**config.mk**
```make
export PLATFORM = sky130hd
export DESIGN_NAME = uart_tx_scheduler
export DESIGN_NICKNAME = d
export VERILOG_FILES = /design/src/rtl/uart_tx_scheduler.sv
export SDC_FILE = /design/constraint.sdc
export NUM_CORES = 1
export LEC_CHECK = 0
export CAP_MARGIN = 30
export CORE_MARGIN = 2
export CORE_UTILIZATION = 43
export DETAILED_ROUTE_END_ITERATION = 16
export PLACE_DENSITY = 0.81
export SYNTH_ARGS = -nofsm -noshare
export SYNTH_HDL_FRONTEND = slang
export SYNTH_SLANG_ARGS = --single-unit
```
**constraint.sdc**
```tcl
create_clock -name clk -period 4.12 [get_ports clk]
set_input_delay 0.618 -clock clk [delete_from_list [all_inputs] [get_ports clk]]
set_output_delay 0.618 -clock clk [all_outputs]
set_load 0.03 [all_outputs]
```
**src/rtl/uart_tx_scheduler.sv**
```systemverilog
// uart_tx_scheduler: drains a byte queue into the UART TXD register using only idle peripheral-bus cycles.
// CPU accesses always win the bus; the scheduler polls CON[4] and writes TXD only when the UART is idle.
module uart_tx_scheduler #(
    parameter int          DEPTH    = 16,
    parameter logic [31:0] CON_ADDR = 32'h4000_0020,
    parameter logic [31:0] TXD_ADDR = 32'h4000_0018
) (
    input  logic                       clk,
    input  logic                       reset,
    input  logic                       cpu_rd,
    input  logic                       cpu_wr,
    input  logic [31:0]                cpu_addr,
    input  logic [31:0]                cpu_wdata,
    output logic [31:0]                cpu_rdata,
    output logic                       p_rd,
    output logic                       p_wr,
    output logic [31:0]                p_addr,
    output logic [31:0]                p_wdata,
    input  logic [31:0]                p_rdata,
    input  logic                       q_valid,
    input  logic [7:0]                 q_data,
    output logic                       q_ready,
    output logic [$clog2(DEPTH):0]     q_count,
    output logic                       busy
);
    localparam int AW = $clog2(DEPTH);

    typedef enum logic [1:0] {IDLE, POLL, SEND, HOLD} state_t;

    state_t        state, state_nxt;
    logic [1:0]    hold_cnt, hold_nxt;
    logic [7:0]    mem [DEPTH];
    logic [AW-1:0] wp, rp;
    logic [AW:0]   count;
    logic          cpu_act, grant, push, pop;
    logic          s_rd, s_wr;
    logic [31:0]   s_addr, s_wdata;

    assign cpu_act   = cpu_rd | cpu_wr;
    assign grant     = !cpu_act;
    assign q_ready   = count != (AW+1)'(DEPTH);
    assign push      = q_valid && q_ready;
    assign pop       = state == SEND && grant;
    assign q_count   = count;
    assign busy      = count != '0 || state != IDLE;
    assign cpu_rdata = cpu_rd ? p_rdata : '0;
    assign p_rd      = cpu_act ? cpu_rd : s_rd;
    assign p_wr      = cpu_act ? cpu_wr : s_wr;
    assign p_addr    = cpu_act ? cpu_addr : s_addr;
    assign p_wdata   = cpu_act ? cpu_wdata : s_wdata;

    always_ff @(posedge clk or negedge reset)
        if (!reset) begin
            wp    <= '0;
            rp    <= '0;
            count <= '0;
        end else begin
            if (push) wp <= wp + 1'b1;
            if (pop) rp <= rp + 1'b1;
            count <= count + (AW+1)'(push) - (AW+1)'(pop);
        end

    // Storage needs no reset: only entries between rp and wp are ever read.
    always_ff @(posedge clk)
        if (push) mem[wp] <= q_data;

    always_ff @(posedge clk or negedge reset)
        if (!reset) begin
            state    <= IDLE;
            hold_cnt <= '0;
        end else begin
            state    <= state_nxt;
            hold_cnt <= hold_nxt;
        end

    always_comb begin
        state_nxt = state;
        hold_nxt  = hold_cnt;
        case (state)
            IDLE: if (count != '0) state_nxt = POLL;
            POLL: if (grant && !p_rdata[4]) state_nxt = SEND;
            SEND: if (grant) begin
                state_nxt = HOLD;
                hold_nxt  = 2'd2;
            end
            HOLD: begin
                hold_nxt = hold_cnt - 2'd1;
                if (hold_cnt == 2'd1) state_nxt = IDLE;
            end
            default: state_nxt = IDLE;
        endcase
    end

    always_comb begin
        s_rd    = state == POLL;
        s_wr    = state == SEND;
        s_addr  = s_rd ? CON_ADDR : s_wr ? TXD_ADDR : '0;
        s_wdata = s_wr ? {24'b0, mem[rp]} : '0;
    end
endmodule

```
==> metrics.txt <==
outcome=complete, no violations; crit-path most repeated cell=buf_4; initial antenna violation count=0; drt wl/cell=about 20 µm; Comb power frac=approximately a third; largest net degree at the start of global routing=69; Max-Cap Viols=0; RSZ-0062 raised after global routing=false; GRT Overall Usage=21.0%; clk buf depth=2; IO Count=between 200 and 250; Slew Limit Fails=0; type of origin of the critical path=register; Max stage delay on crit path=roughly 700 ps; net load switching power=~1700 µW; CP max FO=18; DIE AREA=0.0168 mm²; Synth warnings=0; cts bufs inserted=17; CTS tree=done; Pleak=0.00354 µW; Synth Cell Area=approximately 0.0068 mm²; Die W=129 µm; NumNets Final=777; commonest non-fill, non-tap cell in the layout=clkdlybuf4s50_1; critical path class=reg2out; global route total overflow=0; # DRC=0; drt first pass iters=5; most frequent cells in the layout=clkdlybuf4s50_1 (205), edfxtp_1 (128), and2_1 (94); Seq cells post-synth=~150; slowest library cell on the worst path=dfrtp_1; Post-synth EDFFs=roughly 130; number of port buffers=roughly 210; Post-Route WL=roughly 17000 µm; share of the yosys chip area belonging to registers=a little over three fifths; fin crit period=about 3500 ps; filler cell count=between 1000 and 1500; Routed Antenna Nets=0; delay-heaviest family, CP=multiplexers; post-synth net total=around 560; cts repair resizes=0; Placer Congestion=0.858; f_max=286 MHz; DR vias/cell=roughly 5.0; Die Y=129 µm; crit-path cells=buf_4 -> mux4_1 -> mux2_2 -> a22oi_1 -> o21ai_1 -> buf_4; register area=between 0.004 and 0.005 mm²; Final setup viols=0; Setup TNS=0 ps; pwr dens=~560 mW/mm²; Critical Path AT=2880 ps; sequential share of power=between 30 and 40%; Hold Buf Count CTS=0; Int Pwr=between 3000 and 4000 µW; Clock Power Share=approximately 30%; Critical Path Sink Type=output pin; switching share of power=between 30 and 40%; fin crit share=84.9%; Clock Tree Root=clkbuf_16; worst skew pair latency=around 420 ps; synthesized area per cell=~16 µm²; Max VDD drop=520 µV; TritonCTS Sinks=around 150; WP buf/inv=2; slew margin rel.=40.4%; # rows=45; Initial Util=between 40% and 50%; vias in the first global route=4465; Core Area=about 0.015 mm²; final hold vios=0; area occupied by multi-input gates=approximately 0.0023 mm²; first-pass GRT wire length=~25000 µm; share of cells above drive strength 1=12.1%; DP Wirelength=between 10000 and 15000 µm; fraction of registers with async set/reset=between 10% and 20%; CP required=~3500 ps; area delta synth->final=44.4%; Post CTS Setup Buffer Count=0; H-tree levels=4; Synth Instances=around 440; Min Hold Slack=around 490 ps; Clock Skew=about 6.8 ps; Most used DFF post-synth=edfxtp_1; Synth cell types=45; vias=about 4400; Hold Path Class=reg2reg; Clk pin slew, worst setup/hold paths=roughly 60 ps; 1st-iter DRT viols=between 300 and 400; diode count=0; Least-Margin Pin Slew=around 890 ps
logic make-up after synthesis:
logic type,Yosys count,synth area share (%)
flip-flops,145,63.1
AND/OR/NAND/NOR,134,11.7
multiplexers,51,14.3
buffers and inverters,48,3.40
AO/OA/AOI/OAI,28,2.70
adder cells (fa/ha/maj),18,3.44
XOR/XNOR,11,1.42
synthesized netlist by cell type (all sizes together) (4+ instances only):
cell type	count	area (µm²)
a21oi	4	20.0
a22oi	8	65.1
and2	94	588
buf	12	95.1
clkbuf	15	56.3
dfrtp	17	425
edfxtp	128	3840
ha	17	213
inv	21	78.8
mux2	10	116
mux2i	9	90.1
mux4	32	762
nand2	14	52.6
nor2	9	36.3
nor4	4	25.0
o21ai	10	50.0
xnor2	8	70.1
power by group through the flow:
stage | Combinational (µW) | Clock, µW | Sequential (µW)
after detailed placement | 1840 | 0 | 2010
after global placement | 1700 | 0 | 2030
after global routing | 1980 | 1750 | 2010
after CTS | 1860 | 1680 | 1990
final | 1840 | 1660 | 1990
after floorplan | 1270 | 0 | 1970
final timing paths:
kind	startpoint	to	slack, ps	depth (start not counted)
setup / recovery	rp[0]$_DFFE_PN0P_	p_wdata[0]	620	6
min in group asynchronous	reset	q_count[4]$_DFF_PN0_	660	1
hold reg to reg	rp[3]$_DFFE_PN0P_	rp[3]$_DFFE_PN0P_	490	1
setup reg to reg	q_count[3]$_DFF_PN0_	q_count[4]$_DFF_PN0_	1390	14
max in group asynchronous	reset	rp[2]$_DFFE_PN0P_	2970	1
hold / removal	rp[3]$_DFFE_PN0P_	rp[3]$_DFFE_PN0P_	490	1
worst register-to-register path: cells and delay by family, from the launching register on:
family / cells / cell delay (ps)
adders and majority gates: 4 / 1040
and+or+nand+nor: 2 / 460
DFF: 1 / 400
buffers and inverters: 5 / 400
AOI/OAI and AO/OA: 2 / 220
xor gates and xnor gates: 1 / 140
sequential cells by signal, summed over array words and instances (netlist names):
name and count:
mem 128, q_count 5, rp 4, wp 4
hold_cnt 2, state 2
layout make-up:
type	count	share of cell area [%]
well taps	211	2.70
flip-flops and latches	145	43.7
repair buffers	223	23.1
clock buffers	20	4.47
multi-input cells	242	23.2
clock inverters	12	2.06
inverters	21	0.806
metrics by stage:
stage,cell area [µm²],power [µW],cells,util (%),setup slack (ps)
detailed placement,9120,3850,841,59.5,537
floorplan,6770,3240,435,-,1180
CTS,9760,5530,873,63.7,535
finish,9780,5490,874,63.8,622
global placement,9090,3730,840,59.4,617
global route,9780,5750,874,63.8,491
routing by layer:
layer / vias up / share of wire (%) / GRT usage, %
met5: - / 0 / 0
met4: 0 / 1.5 / 5.69
met3: 19 / 6.6 / 5.28
met2: 176 / 52 / 35.7
met1: 2170 / 40 / 27.0
li1: 2036 / - / -
(Power assumes the default switching activity.)
